`src/rtl/system_sequencer.sv`:
```
// Serialising sequencer for FENCE / FENCE.I / SYSTEM / illegal instructions: drain, act, flush.
// Optional FENCE.I strobe is enabled by defining SYS_SEQ_FENCE_I_EN.
module system_sequencer #(
  parameter int unsigned FLUSH_CYCLES = 2
) (
  input  logic        clk_i,
  input  logic        rst_ni,
  input  logic        valid_i,
  input  logic        is_misc_mem_i,
  input  logic        is_system_i,
  input  logic        e_illegal_inst_i,
  input  logic [2:0]  funct3_i,
  input  logic [11:0] csr_addr_i,
  input  logic        pipe_empty_i,
  input  logic        dmem_busy_i,
  input  logic        irq_pending_i,
  output logic        stall_o,
  output logic        flush_o,
  output logic        csr_en_o,
  output logic        mret_o,
  output logic        trap_o,
  output logic        fence_i_o,
  output logic [3:0]  cause_o,
  output logic        busy_o,
  output logic [2:0]  dbg_state_o
);

  typedef enum logic [2:0] {
    S_IDLE  = 3'd0,
    S_DRAIN = 3'd1,
    S_EXEC  = 3'd2,
    S_WFI   = 3'd3,
    S_FLUSH = 3'd4
  } state_t;

  typedef enum logic [1:0] {
    C_NONE = 2'd0,
    C_MISC = 2'd1,
    C_SYS  = 2'd2,
    C_ILL  = 2'd3
  } cls_t;

  localparam logic [3:0] FLUSH_LOAD = 4'(FLUSH_CYCLES - 1);

  state_t      state_q, state_d;
  cls_t        cls_q, cls_d;
  logic [2:0]  funct3_q;
  logic [11:0] csr_addr_q;
  logic [3:0]  cnt_q, cnt_d;
  logic        capture;
  logic        trigger;

  logic        act_trap, act_csr, act_mret, act_wfi;
  logic [3:0]  act_cause;
`ifdef SYS_SEQ_FENCE_I_EN
  logic        act_fence_i;
  logic        fence_i_d;
`endif

  assign trigger = valid_i & (is_misc_mem_i | is_system_i | e_illegal_inst_i);

  // Class priority when several decoder flags are raised together.
  always_comb begin
    cls_d = C_NONE;
    if (e_illegal_inst_i)   cls_d = C_ILL;
    else if (is_system_i)   cls_d = C_SYS;
    else if (is_misc_mem_i) cls_d = C_MISC;
  end

  // Action taken in EXEC, decoded from the captured instruction fields.
  always_comb begin
    act_trap  = 1'b0;
    act_cause = 4'd0;
    act_csr   = 1'b0;
    act_mret  = 1'b0;
    act_wfi   = 1'b0;
`ifdef SYS_SEQ_FENCE_I_EN
    act_fence_i = 1'b0;
`endif
    case (cls_q)
      C_ILL: begin
        act_trap  = 1'b1;
        act_cause = 4'd2;
      end
      C_SYS: begin
        if (funct3_q == 3'b000) begin
          case (csr_addr_q)
            12'h000: begin act_trap = 1'b1; act_cause = 4'd11; end
            12'h001: begin act_trap = 1'b1; act_cause = 4'd3;  end
            12'h302: act_mret = 1'b1;
            12'h105: act_wfi  = 1'b1;
            default: begin act_trap = 1'b1; act_cause = 4'd2;  end
          endcase
        end else if (funct3_q == 3'b100) begin
          act_trap  = 1'b1;
          act_cause = 4'd2;
        end else begin
          act_csr = 1'b1;
        end
      end
      C_MISC: begin
        if (funct3_q == 3'b001) begin
`ifdef SYS_SEQ_FENCE_I_EN
          act_fence_i = 1'b1;
`endif
        end else if (funct3_q != 3'b000) begin
          act_trap  = 1'b1;
          act_cause = 4'd2;
        end
      end
      default: ;
    endcase
  end

  always_comb begin
    state_d  = state_q;
    cnt_d    = cnt_q;
    capture  = 1'b0;
    stall_o  = 1'b1;
    flush_o  = 1'b0;
    csr_en_o = 1'b0;
    mret_o   = 1'b0;
    trap_o   = 1'b0;
    cause_o  = 4'd0;
    busy_o   = 1'b1;
`ifdef SYS_SEQ_FENCE_I_EN
    fence_i_d = 1'b0;
`endif
    case (state_q)
      S_IDLE: begin
        busy_o  = 1'b0;
        // Gated by reset so a live trigger cannot raise stall while held in reset.
        stall_o = trigger & rst_ni;
        if (trigger) begin
          capture = 1'b1;
          state_d = S_DRAIN;
        end
      end
      S_DRAIN: begin
        if (pipe_empty_i && !dmem_busy_i) state_d = S_EXEC;
      end
      S_EXEC: begin
        csr_en_o = act_csr;
        mret_o   = act_mret;
        trap_o   = act_trap;
        cause_o  = act_cause;
`ifdef SYS_SEQ_FENCE_I_EN
        fence_i_d = act_fence_i;
`endif
        if (act_wfi) begin
          state_d = S_WFI;
        end else begin
          state_d = S_FLUSH;
          cnt_d   = FLUSH_LOAD;
        end
      end
      S_WFI: begin
        if (irq_pending_i) begin
          state_d = S_FLUSH;
          cnt_d   = FLUSH_LOAD;
        end
      end
      S_FLUSH: begin
        flush_o = 1'b1;
        if (cnt_q == 4'd0) state_d = S_IDLE;
        else               cnt_d   = cnt_q - 4'd1;
      end
      default: state_d = S_IDLE;
    endcase
  end

`ifdef SYS_SEQ_FENCE_I_EN
  assign fence_i_o = fence_i_d;
`else
  assign fence_i_o = 1'b0;
`endif

  assign dbg_state_o = state_q;

  always_ff @(posedge clk_i or negedge rst_ni) begin
    if (!rst_ni) begin
      state_q    <= S_IDLE;
      cnt_q      <= 4'd0;
      cls_q      <= C_NONE;
      funct3_q   <= 3'd0;
      csr_addr_q <= 12'd0;
    end else begin
      state_q <= state_d;
      cnt_q   <= cnt_d;
      if (capture) begin
        cls_q      <= cls_d;
        funct3_q   <= funct3_i;
        csr_addr_q <= csr_addr_i;
      end
    end
  end

endmodule

```
`config.mk`:
```
export PLATFORM = sky130hd
export DESIGN_NAME = system_sequencer
export DESIGN_NICKNAME = d
export VERILOG_FILES = /design/src/rtl/system_sequencer.sv
export SDC_FILE = /design/constraint.sdc
export NUM_CORES = 1
export LEC_CHECK = 0
export BUFFER_PORTS_ARGS = -buffer_cell sky130_fd_sc_hd__buf_2
export CORE_ASPECT_RATIO = 0.7
export CORE_UTILIZATION = 24
export CTS_CLUSTER_SIZE = 14
export DETAILED_ROUTE_END_ITERATION = 10
export GPL_TIMING_DRIVEN = 0
export PLACE_DENSITY = 0.43
export RECOVER_POWER = 25
export SYNTH_ARGS = -nofsm -noshare
export SYNTH_HDL_FRONTEND = slang
export SYNTH_SLANG_ARGS = --single-unit
```
`constraint.sdc`:
```
create_clock -name clk_i -period 3.96 [get_ports clk_i]
set_input_delay 0.792 -clock clk_i [delete_from_list [all_inputs] [get_ports clk_i]]
set_output_delay 0.792 -clock clk_i [all_outputs]
set_load 0.01 [all_outputs]
```
======== Yosys cells after proc, flatten, opt, wreduce, memory -nomap -nowiden ========
Cells that the tools add are included.
storage, ports and cells
  flip-flop bits (word level) ............. 24
  input bits .............................. 24
  output and inout port bits .............. 14
  word-level logic and storage cells ...... 82
operators by class
  add/subtract/negate cells ............... 1
  equality and inequality tests ........... 18
  muxes and demuxes ....................... 43
  bitwise gates (word level) .............. 4
  reductions and logical operators ........ 11
operator list
  kind                                                                     count
  4-bit one-hot mux with 3 select lines                                    3
  1-bit two-way mux                                                        23
  4-bit two-way mux                                                        5
  3-bit two-way mux                                                        5
  3-bit one-hot mux with 5 select lines                                    1
  12-bit by 1-bit equality test with 1-bit output, second input constant   1
  12-bit by 10-bit equality test with 1-bit output, second input constant  1
  12-bit by 9-bit equality test with 1-bit output, second input constant   1
  12-bit zero test                                                         1
  2-bit inequality test, second input constant                             6
  2-bit two-way mux                                                        5
  4-bit AND reduction                                                      2
  3-bit by 1-bit equality test with 1-bit output, second input constant    2
  3-bit by 2-bit equality test with 1-bit output, second input constant    2
  3-bit equality test, second input constant                               2
  3-bit zero test                                                          2
  3-bit nonzero test                                                       2
  2-bit equality test, second input constant                               2
  4-bit zero test                                                          1
  4-bit by 1-bit subtractor with 4-bit output, second input constant       1
  1-bit one-hot mux with 3 select lines                                    1
  1-bit AND                                                                2
  2-bit by 1-bit equality test with 1-bit output, second input constant    1
  1-bit OR                                                                 2
  3 further kinds                                                          3

======== Depth between registers and ports, before layout ========
  depth after elaboration ................. 6
  mapped depth ............................ 6
  depth with buffers taken out ............ 6

======== Worst setup path before layout ========
Ideal clock, no wire load.
  path kind ............................... flip-flop to output port
  start ................................... register state_q[0], in the netlist dbg_state_o[0]
  end ..................................... output cause_o[3]
  arrival ................................. 1.535 ns
  required time ........................... 3.168 ns
  slack ................................... 1.633 ns
  stages on the path, launching flop included .. 5
  path buffers ............................ 0
  path through ............................ dfrtp_1 and4bb_2 and4b_1 and3_1 nor2b_1
on the way
  longest elaborated chain between the ends .. 2
ends and longest elaborated chain
  item                                            line  RTL
  start, declared                                 45    state_t state_q, state_d;
  start signal, assigned                          188   state_q <= state_d;
  3-bit by 2-bit equality test with 1-bit output  129   case (state_q)
  4-bit two-way mux                               129
  end, declared                                   23    output logic [3:0] cause_o,
No other way between the ends.

======== Worst setup path in the final report ========
  start ................................... input rst_ni
  end ..................................... output stall_o
on the way
  longest elaborated chain between the ends .. 2
ends and longest elaborated chain
  item               line  RTL
  start, declared    7     input logic rst_ni,
  1-bit AND          133   stall_o = trigger & rst_ni;
  1-bit two-way mux  129
  end, declared      17    output logic stall_o,
No other way between the ends.

==> implementation parameters <==
Parameter                              Value

Finish
  Area growth syn-to-layout ... 24.38%
  Number of diodes added for antenna fixing ... 0
  Most frequent cells in the layout ... sky130_fd_sc_hd__buf_2, sky130_fd_sc_hd__dfrtp_1, sky130_fd_sc_hd__mux2_2
  Filler Cell Count ... 530
  Ratio of cells with drive above 1 in the final layout ... between 40% and 50%
  Layout Nets ... 175
  Leading cell type in the layout, fill and taps excluded ... sky130_fd_sc_hd__buf_2
  Final cell area excluding filler cells ... about 1600 um2

Synthesis
  Post-synthesis sequential element count ... 24
  Dominant register cell in the synthesized netlist ... sky130_fd_sc_hd__dfrtp_1
  Synth top area share ... 47.95%
  Synth warnings ... 0
  Share of flip-flops with an asynchronous set or reset ... 100.0%
  Post-synthesis average cell area ... 11.49 um2
  Cell area after synthesis ... 1252 um2
  Number of synthesized flops with an enable pin ... 0
  Cell type with the largest total area after synthesis ... sky130_fd_sc_hd__dfrtp_1
  Instance count of the mapped netlist ... roughly 110
  Top cells by area in the synthesized netlist ... sky130_fd_sc_hd__dfrtp_1, sky130_fd_sc_hd__mux2_2, sky130_fd_sc_hd__nand2_1
  Sequential element share of the synthesized area ... 47.95%
  Yosys cell types ... 37

Critical path
  CP startpoint kind ... input port
  WP data required ... 3170 ps
  Top Family by Delay on Critical Path ... buffers and inverters
  CP max stage delay ... 1010 ps
  CP max stage cell ... sky130_fd_sc_hd__clkbuf_1
  Type of the worst setup path ... input port to primary output
  Top cell by count, worst path ... sky130_fd_sc_hd__nand2_1
  Number of buffers and inverters on the critical path ... 2
  Largest fanout on the critical path ... 25
  Worst EP arrival ... 2150 ps
  Worst-path cell chain ... clkbuf_1 > nand2_1 > nand2_1 > buf_2
  Worst setup EP type ... primary output

CTS
  Gates resized, CTS repair ... 0
  Clock tree from TritonCTS ... yes
  Level count of the clock H-tree ... 1
  Largest buffer count on any clock path ... 2
  Sinks on Clock Net ... 24
  Postcts setup bufs ... 0
  Cell at the root of the clock tree ... sky130_fd_sc_hd__clkbuf_8
  Clock-pin slew reported for the worst setup and hold paths after clock tree synthesis ... 80 ps
  Number of buffers created by CTS ... 3
  Clock latency on the worst-skew pair ... ~260 ps
  Post-CTS Hold Buffers ... 0

Detailed routing
  Number of routed nets with antenna violations ... 0
  Vias per std cell ... 4.424
  DRC errors left ... 0
  Initial DRC Count ... 34
  Total routed wirelength ... 2.836 mm
  Detailed Routing Iterations Pass 1 ... 4
  DR WL/cell ... 13.07 um
  Via count ... 960

Placement
  Cell area after placement ... 1518 um2
  Weighted congestion at the end of routability-driven global placement ... 0.7377
  Half-perimeter wire length after detailed placement ... 2.195 mm
  Input/output buffers ... 35

STA
  Setup TNS ... 0 ps
  # setup viols final ... 0
  Final Hold Vio Count ... 0
  Setup clock skew after layout ... around 1.1 ps
  Final Max Tran Viols ... 0
  Slew @ Worst Pin ... 1421 ps
  Tmin final ... approximately 2900 ps
  Worst slew slack as a fraction of its limit ... 5.234%
  Period utilization ... 74.30%
  Max Clock Freq ... 0.3399 GHz
  Setup repair after global routing missed its margin ... false

Die
  Area of the placeable core ... roughly 5000 um2
  Die width ... 88.34 um
  Initial cell density of the core ... 25.63%
  Standard-cell row count ... 21
  Area of the die ... 5516 um2
  I/O Pins ... 38
  Die Y-Extent ... 62.44 um

Status
  Outcome ... complete, no violations

GRT
  Final global-route overflow total ... 0
  Maximum number of pins on one net before global-route repair ... 26
  Vias in the first global route ... between 900 and 1000
  GR Util All Layers ... 11.19%
  Initial antenna violation count ... 0
  Global-route wire length before repair ... 4.650 mm

Run
  Count of max-cap constraint violations ... 0

Power and ir drop
  Leakage power ... a little over 0.7 nW
  Design Power ... 0.0009777 W
  Cell area power density ... 627.6 nW/um2
  Worst voltage drop across the vdd grid ... 0.2096 mV

Worst hold path
  Worst hold path class ... register to register
## area by class of cell
| class | count | area (um2) | area share [%] |
|---|---|---|---|
| well taps | 69 | 86.33 | 5.542 |
| multi-input cells | 75 | 591.8 | 37.99 |
| plain buffers | 4 | 37.54 | 2.410 |
| clock buffers | 3 | 41.29 | 2.651 |
| inverters | 7 | 26.28 | 1.687 |
| flip-flops and latches | 24 | 600.6 | 38.55 |
| repair buffers | 35 | 173.9 | 11.16 |
## power breakdown
part / internal, W / switching, W / leakage (nW)
registers: 0.000358 / 0.0000963 / 0.291
clock network: 0.0000680 / 0.0000755 / 0.0216
logic: 0.000204 / 0.000176 / 0.415
## logic make-up after synthesis
kind of cell,Yosys count,synth area share [%]
compound gates,18,11.99
flops,24,47.95
other cells,1,0.2994
simple gates,36,17.68
buf+inv,11,5.095
xor+xnor,1,0.6994
mux,17,15.28
fa+ha+maj,1,0.9988
## per-stage QoR
step | hold slack (ps) | util (%) | worst slack [ps] | cells
floorplan | 454.4 | - | 1633 | 110
global route | 529.0 | 31.87 | 759.6 | 217
CTS | 513.5 | 31.90 | 1263 | 217
detailed placement | 493.7 | 31.05 | 1552 | 214
finish | 512.6 | 31.87 | 1018 | 217
global placement | 488.0 | 31.05 | 1554 | 214
## synth_stat cells, types with 2 or more instances
library cell,n
sky130_fd_sc_hd__nand2b_1,2
sky130_fd_sc_hd__buf_4,2
sky130_fd_sc_hd__a21oi_1,3
sky130_fd_sc_hd__nor4_1,3
sky130_fd_sc_hd__nand2_1,8
sky130_fd_sc_hd__dfrtp_1,24
sky130_fd_sc_hd__o22ai_1,2
sky130_fd_sc_hd__mux2_2,16
sky130_fd_sc_hd__a41o_1,2
sky130_fd_sc_hd__nand3b_1,3
sky130_fd_sc_hd__inv_1,7
sky130_fd_sc_hd__a31oi_1,2
sky130_fd_sc_hd__nor3b_1,2
sky130_fd_sc_hd__nor3_1,3
sky130_fd_sc_hd__nor2_1,3
sky130_fd_sc_hd__buf_6,2
sky130_fd_sc_hd__o21ai_0,4
sky130_fd_sc_hd__nor2b_1,2
## path summary, 6_finish.rpt
path                                      from       endpoint  slack, ps  cells after the start
min in group asynchronous               rst_ni       cls_q[0]        840                      1
worst max-delay path                    rst_ni        stall_o       1020                      4
max in group asynchronous               rst_ni  csr_addr_q[8]       2290                      1
worst min-delay path             csr_addr_q[3]  csr_addr_q[3]        510                      1
worst max register to register  dbg_state_o[0]       cnt_q[0]       2200                      4
worst min register to register   csr_addr_q[3]  csr_addr_q[3]        510                      1
## routing by layer
| metal | routed length (um) | GRT usage (%) | vias up |
|---|---|---|---|
| met4 | 12 | 1.210 | 0 |
| met3 | 147 | 3.699 | 2 |
| met2 | 1201 | 16.35 | 27 |
| met1 | 1474 | 16.53 | 455 |
| li1 | - | - | 476 |
| met5 | 0 | 0 | - |
## worst register-to-register path: stages (launching register included)
cell and delay, ps:
sky130_fd_sc_hd__dfrtp_1 480, sky130_fd_sc_hd__and4bb_2 360, sky130_fd_sc_hd__and4b_1 320, sky130_fd_sc_hd__a32oi_4 160, sky130_fd_sc_hd__mux2_1 330
## sequential cells by signal (all words and copies together) (netlist names)
register	count
dbg_state_o	3
funct3_q	3
csr_addr_q	12
cls_q	2
cnt_q	4
Power figures use the tool's default switching activity.
